`config.mk`:
```
export PLATFORM = sky130hd
export DESIGN_NAME = input_skew_buffer
export DESIGN_NICKNAME = d
export VERILOG_FILES = /design/src/rtl/input_skew_pkg.sv /design/src/rtl/skew_delay_line.sv /design/src/rtl/input_skew_buffer.sv
export SDC_FILE = /design/constraint.sdc
export NUM_CORES = 1
export LEC_CHECK = 0
export BUFFER_PORTS_ARGS = -buffer_cell sky130_fd_sc_hd__buf_2
export CAP_MARGIN = 20
export CORE_AREA = 2 2 85 87
export CTS_BUF_LIST = sky130_fd_sc_hd__clkbuf_8
export DETAILED_ROUTE_END_ITERATION = 16
export DIE_AREA = 0 0 87 89
export PLACE_DENSITY = 0.75
export SETUP_SLACK_MARGIN = 0.2
export SYNTH_ARGS = -nofsm -noshare
export SYNTH_HDL_FRONTEND = slang
export SYNTH_SLANG_ARGS = --single-unit
```
`constraint.sdc`:
```
create_clock -name i_clk -period 2.6 [get_ports i_clk]
set_input_delay 0.78 -clock i_clk [delete_from_list [all_inputs] [get_ports i_clk]]
set_output_delay 0.78 -clock i_clk [all_outputs]
set_load 0.1 [all_outputs]
```
`src/rtl/input_skew_pkg.sv`:
```
// Shared types and defaults for the input skew buffer: FSM states and the router lane vector.
package input_skew_pkg;

    localparam int DEFAULT_ROW_COUNT  = 4;
    localparam int DEFAULT_DATA_WIDTH = 8;

    typedef enum logic [2:0] {
        ST_IDLE   = 3'd0,
        ST_WAIT   = 3'd1,
        ST_STREAM = 3'd2,
        ST_DRAIN  = 3'd3,
        ST_DONE   = 3'd4
    } state_t;

    typedef logic [DEFAULT_ROW_COUNT-1:0][DEFAULT_DATA_WIDTH-1:0] lane_vec_t;

endpackage

```
`src/rtl/skew_delay_line.sv`:
```
// DEPTH-stage register chain carrying one array row's element and its valid bit.
module skew_delay_line #(
    parameter int DEPTH = 1,
    parameter int WIDTH = 8
) (
    input  logic             clk,
    input  logic             clear,
    input  logic             d_valid,
    input  logic [WIDTH-1:0] d_data,
    output logic             q_valid,
    output logic [WIDTH-1:0] q_data
);

    logic [DEPTH-1:0]            valid_r;
    logic [DEPTH-1:0][WIDTH-1:0] data_r;

    // Shift every cycle; invalid slots carry zero data so bubbles reach the array as zeros.
    always_ff @(posedge clk) begin
        if (clear) begin
            valid_r <= '0;
            data_r  <= '0;
        end else begin
            valid_r[0] <= d_valid;
            data_r[0]  <= d_valid ? d_data : '0;
            for (int i = 1; i < DEPTH; i++) begin
                valid_r[i] <= valid_r[i-1];
                data_r[i]  <= data_r[i-1];
            end
        end
    end

    assign q_valid = valid_r[DEPTH-1];
    assign q_data  = data_r[DEPTH-1];

endmodule

```
`src/rtl/input_skew_buffer.sv`:
```
// Captures router vectors and staggers row r by r extra cycles for the systolic array's diagonal dataflow.
module input_skew_buffer
    import input_skew_pkg::*;
#(
    parameter int ROW_COUNT   = DEFAULT_ROW_COUNT,
    parameter int DATA_WIDTH  = DEFAULT_DATA_WIDTH,
    parameter int COUNT_WIDTH = 8
) (
    input  logic                                 i_clk,
    input  logic                                 i_rst,
    input  logic                                 i_en,
    input  logic                                 i_reg_clear,
    input  logic                                 i_data_out_ready,
    output logic                                 o_data_out_en,
    input  logic [ROW_COUNT-1:0][DATA_WIDTH-1:0] i_data,
    input  logic                                 i_valid,
    input  logic                                 i_last,
    output logic [ROW_COUNT-1:0][DATA_WIDTH-1:0] o_data,
    output logic [ROW_COUNT-1:0]                 o_valid,
    output logic                                 o_busy,
    output logic                                 o_done,
    output logic [COUNT_WIDTH-1:0]               o_count,
    output logic                                 o_overrun
);

    localparam int DRAIN_W = (ROW_COUNT > 1) ? $clog2(ROW_COUNT) : 1;

    state_t             state_r;
    logic [DRAIN_W-1:0] drain_cnt_r;
    logic               clear_s;
    logic               capture_s;

    assign clear_s   = i_rst | i_reg_clear;
    assign capture_s = (state_r == ST_STREAM) && i_valid;

    // Run-control FSM; every status output is registered alongside the state.
    always_ff @(posedge i_clk) begin
        if (clear_s) begin
            state_r       <= ST_IDLE;
            drain_cnt_r   <= '0;
            o_count       <= '0;
            o_overrun     <= 1'b0;
            o_done        <= 1'b0;
            o_data_out_en <= 1'b0;
            o_busy        <= 1'b0;
        end else begin
            o_done <= 1'b0;
            // Vectors outside STREAM are dropped and flagged; the flag is sticky until cleared.
            if (i_valid && (state_r != ST_STREAM)) begin
                o_overrun <= 1'b1;
            end
            case (state_r)
                ST_IDLE: begin
                    if (i_en) begin
                        state_r <= ST_WAIT;
                        o_count <= '0;
                        o_busy  <= 1'b1;
                    end
                end
                ST_WAIT: begin
                    if (i_data_out_ready) begin
                        state_r       <= ST_STREAM;
                        o_data_out_en <= 1'b1;
                    end
                end
                ST_STREAM: begin
                    if (i_valid) begin
                        o_count <= o_count + COUNT_WIDTH'(1);
                        if (i_last) begin
                            state_r       <= ST_DRAIN;
                            o_data_out_en <= 1'b0;
                            drain_cnt_r   <= DRAIN_W'(ROW_COUNT - 1);
                        end
                    end
                end
                ST_DRAIN: begin
                    // Wait until the deepest row has emitted the last vector.
                    if (drain_cnt_r == '0) begin
                        state_r <= ST_DONE;
                        o_done  <= 1'b1;
                    end else begin
                        drain_cnt_r <= drain_cnt_r - DRAIN_W'(1);
                    end
                end
                ST_DONE: begin
                    state_r <= ST_IDLE;
                    o_busy  <= 1'b0;
                end
                default: begin
                    state_r       <= ST_IDLE;
                    o_busy        <= 1'b0;
                    o_data_out_en <= 1'b0;
                end
            endcase
        end
    end

    for (genvar r = 0; r < ROW_COUNT; r++) begin : g_row
        skew_delay_line #(
            .DEPTH (r + 1),
            .WIDTH (DATA_WIDTH)
        ) u_line (
            .clk     (i_clk),
            .clear   (clear_s),
            .d_valid (capture_s),
            .d_data  (i_data[r]),
            .q_valid (o_valid[r]),
            .q_data  (o_data[r])
        );
    end

endmodule
```
==> results of run 1 <==
[state kept, by name, indices dropped and copies added (netlist names)]
register              count
g_row.u_line.data_r      48
o_data_out_en             1
o_busy                    1
g_row.u_line.valid_r      4
o_done                    1
state_r                   3
drain_cnt_r               2
o_count                   8
o_overrun                 1
g_row.u_line.q_data      32
[area by class of cell]
type                    count  area, um^2  area share [%]
clock inverters             7       61.31           1.608
multi-input cells         160        1050           27.53
inverters                   3       11.26          0.2953
repair buffers             88       445.4           11.68
flip-flops and latches    101        2022           53.02
well taps                  80       100.1           2.625
clock buffers               9       123.9           3.248
[worst reg2reg max path: stages (launching register included)]
cell	delay, ps
sky130_fd_sc_hd__dfxtp_1	720
sky130_fd_sc_hd__nor3b_2	390
sky130_fd_sc_hd__and3_1	220
sky130_fd_sc_hd__buf_4	260
sky130_fd_sc_hd__and2_1	180
[kinds of logic after synthesis]
| group | count (synthesis) |
|---|---|
| flip-flops | 101 |
| adder cells (fa/ha/maj) | 2 |
| AO/OA/AOI/OAI | 28 |
| buffers and inverters | 47 |
| multiplexers | 4 |
| AND/OR/NAND/NOR | 126 |
[power by group through the flow]
| stage | clock network, mW | registers (mW) | logic [mW] |
|---|---|---|---|
| 6_report | 0.899 | 1.55 | 0.0899 |
| 2_1_floorplan | 0 | 1.60 | 0.0397 |
| 4_1_cts | 0.931 | 1.55 | 0.0908 |
| 3_5_place_dp | 0 | 1.59 | 0.0907 |
| 5_1_grt | 1.00 | 1.56 | 0.0990 |
| 3_3_place_gp | 0 | 1.59 | 0.0892 |
[layer usage]
| metal | routed length (um) | track usage, % | part of all wire, % |
|---|---|---|---|
| met1 | 2314 | 15.19 | 45 |
| met2 | 2519 | 23.80 | 49 |
| met3 | 222 | 2.862 | 4.3 |
| met4 | 84 | 7.670 | 1.6 |
| met5 | 0 | 0 | 0 |
[worst max path at each step]
stage / startpoint / slack, ps / to / cells past startpoint
finish: o_count[0]$_SDFFE_PP0P_ / 530 / o_count[0] / 1
detailed placement: i_valid / 650 / o_count[2]$_SDFFE_PP0P_ / 4
floorplan: o_count[1]$_SDFFE_PP0P_ / 530 / o_count[4]$_SDFFE_PP0P_ / 4
CTS: o_count[2]$_SDFFE_PP0P_ / 520 / o_count[2] / 1
global placement: i_valid / 690 / o_count[2]$_SDFFE_PP0P_ / 4
global route: o_count[2]$_SDFFE_PP0P_ / 490 / o_count[2] / 1
[per-stage QoR]
stage	util, %	cells
6_report	56.76	448
3_3_place_gp	54.00	432
3_5_place_dp	54.00	432
4_1_cts	56.76	448
2_1_floorplan	-	308
5_1_grt	56.76	448
[cells in the final DEF, fill, tap and decap left out, types with 2 or more instances in the layout]
cell and count:
sky130_fd_sc_hd__a311oi_1 3, sky130_fd_sc_hd__nor3_1 5, sky130_fd_sc_hd__nor2_1 4, sky130_fd_sc_hd__nor2b_1 4, sky130_fd_sc_hd__inv_1 4, sky130_fd_sc_hd__ha_1 2, sky130_fd_sc_hd__nand3_1 3, sky130_fd_sc_hd__nand3b_1 3
sky130_fd_sc_hd__inv_8 2, sky130_fd_sc_hd__nor4_1 2, sky130_fd_sc_hd__a31oi_1 4, sky130_fd_sc_hd__a21oi_1 3, sky130_fd_sc_hd__mux2i_1 3, sky130_fd_sc_hd__and2_1 83, sky130_fd_sc_hd__nand4_1 2, sky130_fd_sc_hd__buf_4 2
sky130_fd_sc_hd__or4_1 2, sky130_fd_sc_hd__buf_2 86, sky130_fd_sc_hd__o21ai_0 5, sky130_fd_sc_hd__a211oi_1 2, sky130_fd_sc_hd__clkinv_4 4, sky130_fd_sc_hd__a2111oi_0 3, sky130_fd_sc_hd__nand2b_1 2, sky130_fd_sc_hd__clkbuf_8 9
sky130_fd_sc_hd__a41oi_1 2, sky130_fd_sc_hd__dfxtp_1 101, sky130_fd_sc_hd__nand2_1 7
==> run summary, run 1 <==
After synthesis, flip-flops and latches occupy 60.30% of the total area. For hold timing, the worst endpoint is g_row[3].u_line.data_r[18]$_SDFF_PP0_. The setup violation total in the final timing report is 0. The final-report hold violation count was 0. The critical path in this run is classified as register to output port.

The maximum vdd ir drop is between 400 and 500 uV. For the pin with the worst max-slew slack, the measured transition is ~610 ps. The flow ran to the end, and the final reports show no timing, DRC or antenna violations. The worst setup path is captured at an output port. The count of pins on the block boundary is 87. In this run the critical register-to-register path is captured at g_row[1].u_line.data_r[0]$_SDFF_PP0_. The number of nets with antenna violations after detailed routing came out at 0. The total non-filler cell area in the finished layout is roughly 3800 um^2. The static leakage came out at 1.719 nW. The initial cell density of the core came out at 49.91%. The repair_antennas step left the layout with diodes totalling 0. The number of setup buffers added after CTS came out at 0. The clock slew at the register clock pins of the worst setup and hold paths came out at 100 ps. The post-synthesis async set-or-reset flop share came out at 0%.

STA puts the critical path data required time at 1820 ps. Walking the worst path, the cells encountered are buf_2. The number of storage elements in the synthesis netlist came out at 101. The final setup skew came out at 8.528 ps.

The number of antenna violations at the first check in global routing came out at 0. The data arrival time of the worst path is roughly 1300 ps. The fraction of post-synthesis cell area in the top cell type by area is about three fifths.

The total detailed-routing wirelength came out at 5.140 mm. The worst slack at placement came out at 652.6 ps. In this run, the combinational gates consume 3.5% of the power. In this run, distinct cell masters in the synthesized netlist total between 40 and 50. The most common cell in the synthesized netlist is sky130_fd_sc_hd__dfxtp_1. Adding up every negative setup slack in the final design gives 0 ps.

CTS built an H-tree with a depth of 3. Counting the buffers created by CTS gives 9. The growth of design area from synthesis to finish is 13.73%. For this run, the slowest stage of the critical path takes roughly 480 ps. The largest fanout of any net on the critical path came out at 7. The Yosys step of the flow raised 0 warnings. In the routed design, unresolved DRC markers number 0. The flop-to-flop setup slack came out at 780 ps. The simple-gate area share of the yosys netlist is approximately 23%.

By area, the combinational part of the netlist is dominated by simple AND/OR/NAND/NOR gates. The first global-routing pass estimated 8.114 mm of wire. The number of violations of the max-capacitance limit is 0. After synthesis, the cell types taking the most area are sky130_fd_sc_hd__dfxtp_1 60%, sky130_fd_sc_hd__and2_1 15%, sky130_fd_sc_hd__buf_4 6.3%. The multiplexer fraction of the synthesized cell area is between 1 and 1.5%.

The worst slew slack as a fraction of its limit came out at approximately 60%. The number of global-route vias before repair was 1878. In this run the most critical hold path is launched from g_row[3].u_line.data_r[10]$_SDFF_PP0_.

The half-perimeter wire length after detailed placement came out at between 3 and 4 mm. The count of filler cells inserted in the layout is 583. The overall power after layout came out at 2.543 mW. Cells with a size suffix above 1 make up 29.62% of the layout. Setup repair after global routing left no endpoint under its margin. The reported net switching power came out at 594.1 uW. A synthesized cell averages 10.89 um^2.

The count of clock tree sinks came out at between 100 and 150. Among cell families on the critical path, the largest total delay comes from buffers and inverters. In this run the cell area of the synthesized design comes to around 3400 um^2. The number of synthesized flops with an enable pin came out at 0. The total overflow left after global routing is 0.

The synthesized netlist devotes 5.970% of its cell area to compound gates. The instance area after placement is approximately 3600 um^2. TritonCTS built the clock tree. Together, buffers and inverters on the worst path number 1. The number of core rows came out at 30. The height of the die is 89 um. The cell at the slowest stage of the critical path is sky130_fd_sc_hd__buf_2.

The adder-cell share of the synthesized area came out at less than 1%. The number of cells on the worst reg-to-reg path is 4. The via-per-instance ratio is around 4.6. The count of buffers inserted at the top-level ports is 86. The fraction of the cycle the final worst path needs came out at about four fifths. The total power per unit cell area is 666.8 nW/um^2.

The root buffer selected by CTS is sky130_fd_sc_hd__clkbuf_8. The relative contribution of the clock network to total power is 35.4%. The final worst setup slack came out at 534.9 ps. The gate count after technology mapping came out at 308. Timing would allow up to 484.2 MHz. The congestion estimate from routability-driven global placement came to 0.8229. The final period demand of the worst path came out at 2065 ps. The pin count of the biggest net entering global routing came out at 62. The number of buffers inserted by hold repair at cts came out at 0. The relative contribution of sequential cells to total power is 61.1%. The post-synth net total came out at ~350. At the later pin of the worst-skew pair, clock insertion delay measures 350 ps. For this block, the initial DRC count from the detailed router was 85. The min-delay analysis places its worst path in the category register to register. The largest total area in the synthesized netlist belongs to sky130_fd_sc_hd__dfxtp_1. After clock tree synthesis, the repair step resized 0 gates.

The via total after detailed routing came out at 2077. The number of pins with negative max-slew slack in the final report is 0. The net total in the final layout is 404.

Cell internal power was estimated by the tool at 1.949 mW. The global routing usage summed across all routing layers came out at 13.51%. The longest clock path from root to sink contains 2 buffers.

The placeable core region came out at 6719 um^2. The most used flip-flop cell after synthesis is sky130_fd_sc_hd__dfxtp_1. The chip width is 87 um. The first detailed-routing pass ran for 4 iterations. In this run the critical register-to-register path is launched from state_r[1]$_SDFFE_PP0P_.

The worst-case hold slack is 430.4 ps. The fraction of power spent switching nets is about a quarter. The worst setup path is launched from a register. The post-detailed-route wirelength per cell came out at 11.47 um. Counting instances, the worst hold path has a depth of 1.

The full die area came out at 7743 um^2. Of the total synthesized cell area, the portion taken by XOR and XNOR cells is 0%. In the synthesized netlist, the cells that appear most often are 101 x sky130_fd_sc_hd__dfxtp_1, 83 x sky130_fd_sc_hd__and2_1, 28 x sky130_fd_sc_hd__buf_4, 10 x sky130_fd_sc_hd__clkbuf_1, 7 x sky130_fd_sc_hd__nand2_1.
(Power assumes the default switching activity.)
==> run 2: changes to the inputs <==
--- a/config.mk
+++ b/config.mk
@@ -7,11 +7,11 @@
 export LEC_CHECK = 0
 export BUFFER_PORTS_ARGS = -buffer_cell sky130_fd_sc_hd__buf_2
 export CAP_MARGIN = 20
-export CORE_AREA = 2 2 85 87
+export CORE_AREA = 2 2 86 88
 export CTS_BUF_LIST = sky130_fd_sc_hd__clkbuf_8
 export DETAILED_ROUTE_END_ITERATION = 16
-export DIE_AREA = 0 0 87 89
-export PLACE_DENSITY = 0.75
+export DIE_AREA = 0 0 88 90
+export PLACE_DENSITY = 0.77
 export SETUP_SLACK_MARGIN = 0.2
 export SYNTH_ARGS = -nofsm -noshare
 export SYNTH_HDL_FRONTEND = slang
==> constraint.sdc (replaced) <==
create_clock -name i_clk -period 1.8 [get_ports i_clk]
set_input_delay 0.54 -clock i_clk [delete_from_list [all_inputs] [get_ports i_clk]]
set_output_delay 0.54 -clock i_clk [all_outputs]
set_load 0.1 [all_outputs]
==> run 2 against run 1 <==
Critical path depth stayed put. Sequential cell count unchanged. Via count grew 4.9%. Sequential share of layout area fell by 3.1 points. Register-to-register slack got worse by 500 ps. Sequential power increased by 45%. First-iteration DRC count rose by 4.7%. Clock power rose by 60%.
==> run summary, run 2 (synthesis results as in run 1) <==
Outcome: finished clean (unchanged). The number of antenna violations at the first check in global routing is 0 (unchanged). The gate family responsible for the most delay along the worst path is flip-flops (was buffers and inverters).

The half-perimeter wire length after detailed placement was 3.756 mm (was 3.444 mm). Highest-count cells in the layout ignoring fill and taps: 94 x sky130_fd_sc_hd__dfxtp_1, 83 x sky130_fd_sc_hd__and2_1, 48 x sky130_fd_sc_hd__buf_4, 38 x sky130_fd_sc_hd__buf_2, 11 x sky130_fd_sc_hd__clkbuf_8 (was 101 x sky130_fd_sc_hd__dfxtp_1, 86 x sky130_fd_sc_hd__buf_2, 83 x sky130_fd_sc_hd__and2_1, 9 x sky130_fd_sc_hd__clkbuf_8, 7 x sky130_fd_sc_hd__nand2_1). The data arrival time of the worst path is 1020 ps (was 1290 ps).

The cell at the slowest stage of the critical path is sky130_fd_sc_hd__dfxtp_2 (was sky130_fd_sc_hd__buf_2). The maximum root-to-sink buffer count came out at 2 (unchanged). The number of global-route vias before repair came out at 2051 (was 1878). The number of diodes came out at 0 (unchanged). The slew at the pin with the worst max-slew slack is 509.8 ps (was 610.9 ps). The placeable core region is 7020 um^2 (was 6719 um^2). The flip-flop count of the largest register, all copies and words added is 48 (unchanged). The final setup skew is 8.767 ps (was 8.528 ps). The largest incremental delay on the critical path came to 370 ps (was 480 ps). The number of buffers inserted by hold repair at cts is 0 (unchanged).

The chip width came out at 88 um (was 87 um). The number of violations of the max-capacitance limit is 0 (unchanged). The number of buffer and inverter stages on the critical path came out at 1 (unchanged). The detailed-routing iteration count for the pre-antenna-repair pass is 4 (unchanged).

The register with the most flip-flops is g_row.u_line.data_r (unchanged). Crit path cell chain: buf_4 (was buf_2). The startpoint kind of the worst setup timing path is a register (unchanged). The height of the die was 90 um (was 89 um). The highest clock frequency the design can meet is 642.1 MHz. The count of pins on the block boundary was 87 (unchanged).

The weighted congestion at the end of routability-driven global placement is 0.8721 (was 0.8229). The clock latency on the worst-skew pair was 340 ps (was 350 ps). The total number of cells along the worst setup path was 1 (unchanged). The flop-to-flop setup slack came out at 280 ps (was 780 ps). The pin count of the biggest net entering global routing was 60 (was 62). In the finished design, the share of the clock period the worst path needs comes to 86.52%.

The sequential cell area is 2036 um^2 (was 2022 um^2). The data required time at the worst endpoint was 1260 ps (was 1820 ps). The number of setup buffers added after CTS came to 0 (unchanged).

The worst setup path endpoint was o_count[6] (was o_count[0]). The root buffer selected by CTS was sky130_fd_sc_hd__clkbuf_8 (unchanged). The static leakage came to 1.759 nW (was 1.719 nW). The clock slew at the register clock pins of the worst setup and hold paths came out at 90 ps (was 100 ps).

The count of buffers inserted at the top-level ports came out at 86 (unchanged). The initial cell density of the core came to 47.76% (was 49.91%). The net total in the final layout is 409 (was 404). The share of final-layout standard cells stronger than drive strength 1 is 32.80% (was 29.62%).

The final period demand of the worst path came out at around 1600 ps. The number of pins with negative max-slew slack in the final report is 0 (unchanged). The quantity of gates resized following cts came out at 48 (was 0). The growth of design area from synthesis to finish was 21.60% (was 13.73%). The startpoint of the most critical register-to-register path was state_r[2]$_SDFFE_PP0P_ (was state_r[1]$_SDFFE_PP0P_). The clock tree from TritonCTS is done (unchanged).

The setup total negative slack came to 0 ps (unchanged). The end of the worst register-to-register path was o_count[2]$_SDFFE_PP0P_ (was g_row[1].u_line.data_r[0]$_SDFF_PP0_). The via total after detailed routing is 2179 (was 2077). The class of the worst hold path was primary input to register (was register to register).

The count of clock tree sinks came out at 101 (unchanged). The number of core rows is 31 (was 30). The number of nets with antenna violations after detailed routing came out at 0 (unchanged).

The setup violation total in the final timing report is 0 (unchanged). The non-filler instance count after layout is 471 (was 448). The total power per unit cell area was 939.0 nW/um^2 (was 666.8 nW/um^2).

The number of DRC violations after detailed-routing iteration 0 came out at 89 (was 85). Setup repair after global routing missed its margin: no (unchanged). The launch instance of the worst min-delay path was i_data[0] (was g_row[3].u_line.data_r[10]$_SDFF_PP0_). The maximum vdd ir drop is 544.1 uV (was 419.2 uV). The first element of the critical path was o_count[6]$_SDFFE_PP0P_ (was o_count[0]$_SDFFE_PP0P_). The number of placed cells counting well taps is 456 (was 432).

The first-pass GRT wire length is 8.907 mm (was 8.114 mm). The post-detailed-route wirelength per cell came to 11.66 um (was 11.47 um). The worst slew slack as a fraction of its limit was 66.01% (was 59.22%). The most common cell after layout, fill and taps aside is sky130_fd_sc_hd__dfxtp_1 (unchanged). The total CTS buffers is 9 (unchanged).

The remaining global-route overflow is 0 (unchanged). The kind of end point of the critical path is an output port (unchanged). The count of filler cells inserted in the layout came to 610 (was 583). The total detailed-routing wirelength came out at 5.491 mm (was 5.140 mm). The final-report hold violation count came out at 0 (unchanged). The full die area came out at 7920 um^2 (was 7743 um^2). The largest fanout of any net on the critical path is 4 (was 7). The number of DRC violations after detailed routing is 0 (unchanged). The multi-input logic area is 1054 um^2 (was 1050 um^2).

The worst setup path category is register to output port (unchanged). The via-per-instance ratio is 4.626 (was 4.636). The number of cells on the worst reg-to-reg path was 3 (was 4). The H-tree level count is 3 (unchanged). The global routing usage summed across all routing layers came out at 14.37% (was 13.51%).
## run 2: cell types whose count changed in the layout (fill, tap and decap cells not counted), sizes merged
cell      delta
clkbuf       +2
clkinvlp     +1
buf          +5
bufinv       +1
inv          -1
clkinv       -4
## run 2: area by class of cell
class	instances	share of cell area [%]
clock buffer	11	3.713
clock inverter	4	1.350
inverter	3	0.2762
multi-input combinational	160	25.84
sequential	101	49.92
tap	99	3.038
timing repair buffer	93	15.86
## run 2: worst min path at each step
stage | endpoint | slack (ps) | cells past startpoint
final | g_row[0].u_line.q_data[0]$_SDFF_PP0_ | 390 | 2
after global routing | g_row[0].u_line.q_data[6]$_SDFF_PP0_ | 360 | 2
after CTS | g_row[0].u_line.q_data[0]$_SDFF_PP0_ | 370 | 2
after detailed placement | g_row[1].u_line.q_data[7]$_SDFF_PP0_ | 410 | 1
after global placement | g_row[3].u_line.data_r[22]$_SDFF_PP0_ | 410 | 1
after floorplan | g_row[1].u_line.q_data[0]$_SDFF_PP0_ | 410 | 1
## run 2: power by group
group / total [mW] / switching, mW / internal (mW)
combinational: 0.147 / 0.0875 / 0.0595
sequential: 2.24 / 0.00298 / 2.23
clock: 1.44 / 0.723 / 0.721
total: 3.83 / 0.814 / 3.02
## run 2: through the flow
step | hold slack, ps | utilization (%) | cell area, um^2 | setup WS (ps) | power, mW
after global placement | 407.8 | 53.11 | 3729 | 263.4 | 2.430
after CTS | 368.9 | 57.76 | 4055 | 176.8 | 3.874
final | 385.6 | 58.08 | 4078 | 242.6 | 3.829
after global routing | 359.4 | 58.08 | 4078 | 198.1 | 3.990
after floorplan | 405.7 | - | 3367 | 292.5 | 2.368
after detailed placement | 409.7 | 53.11 | 3729 | 213.6 | 2.434
## run 2: routing by layer
layer,share of wire [%],track usage [%],vias up
met5,0,0,-
met3,5.8,5.326,12
met4,2.0,6.282,0
met2,48,22.60,76
met1,44,17.40,994
li1,-,-,1097
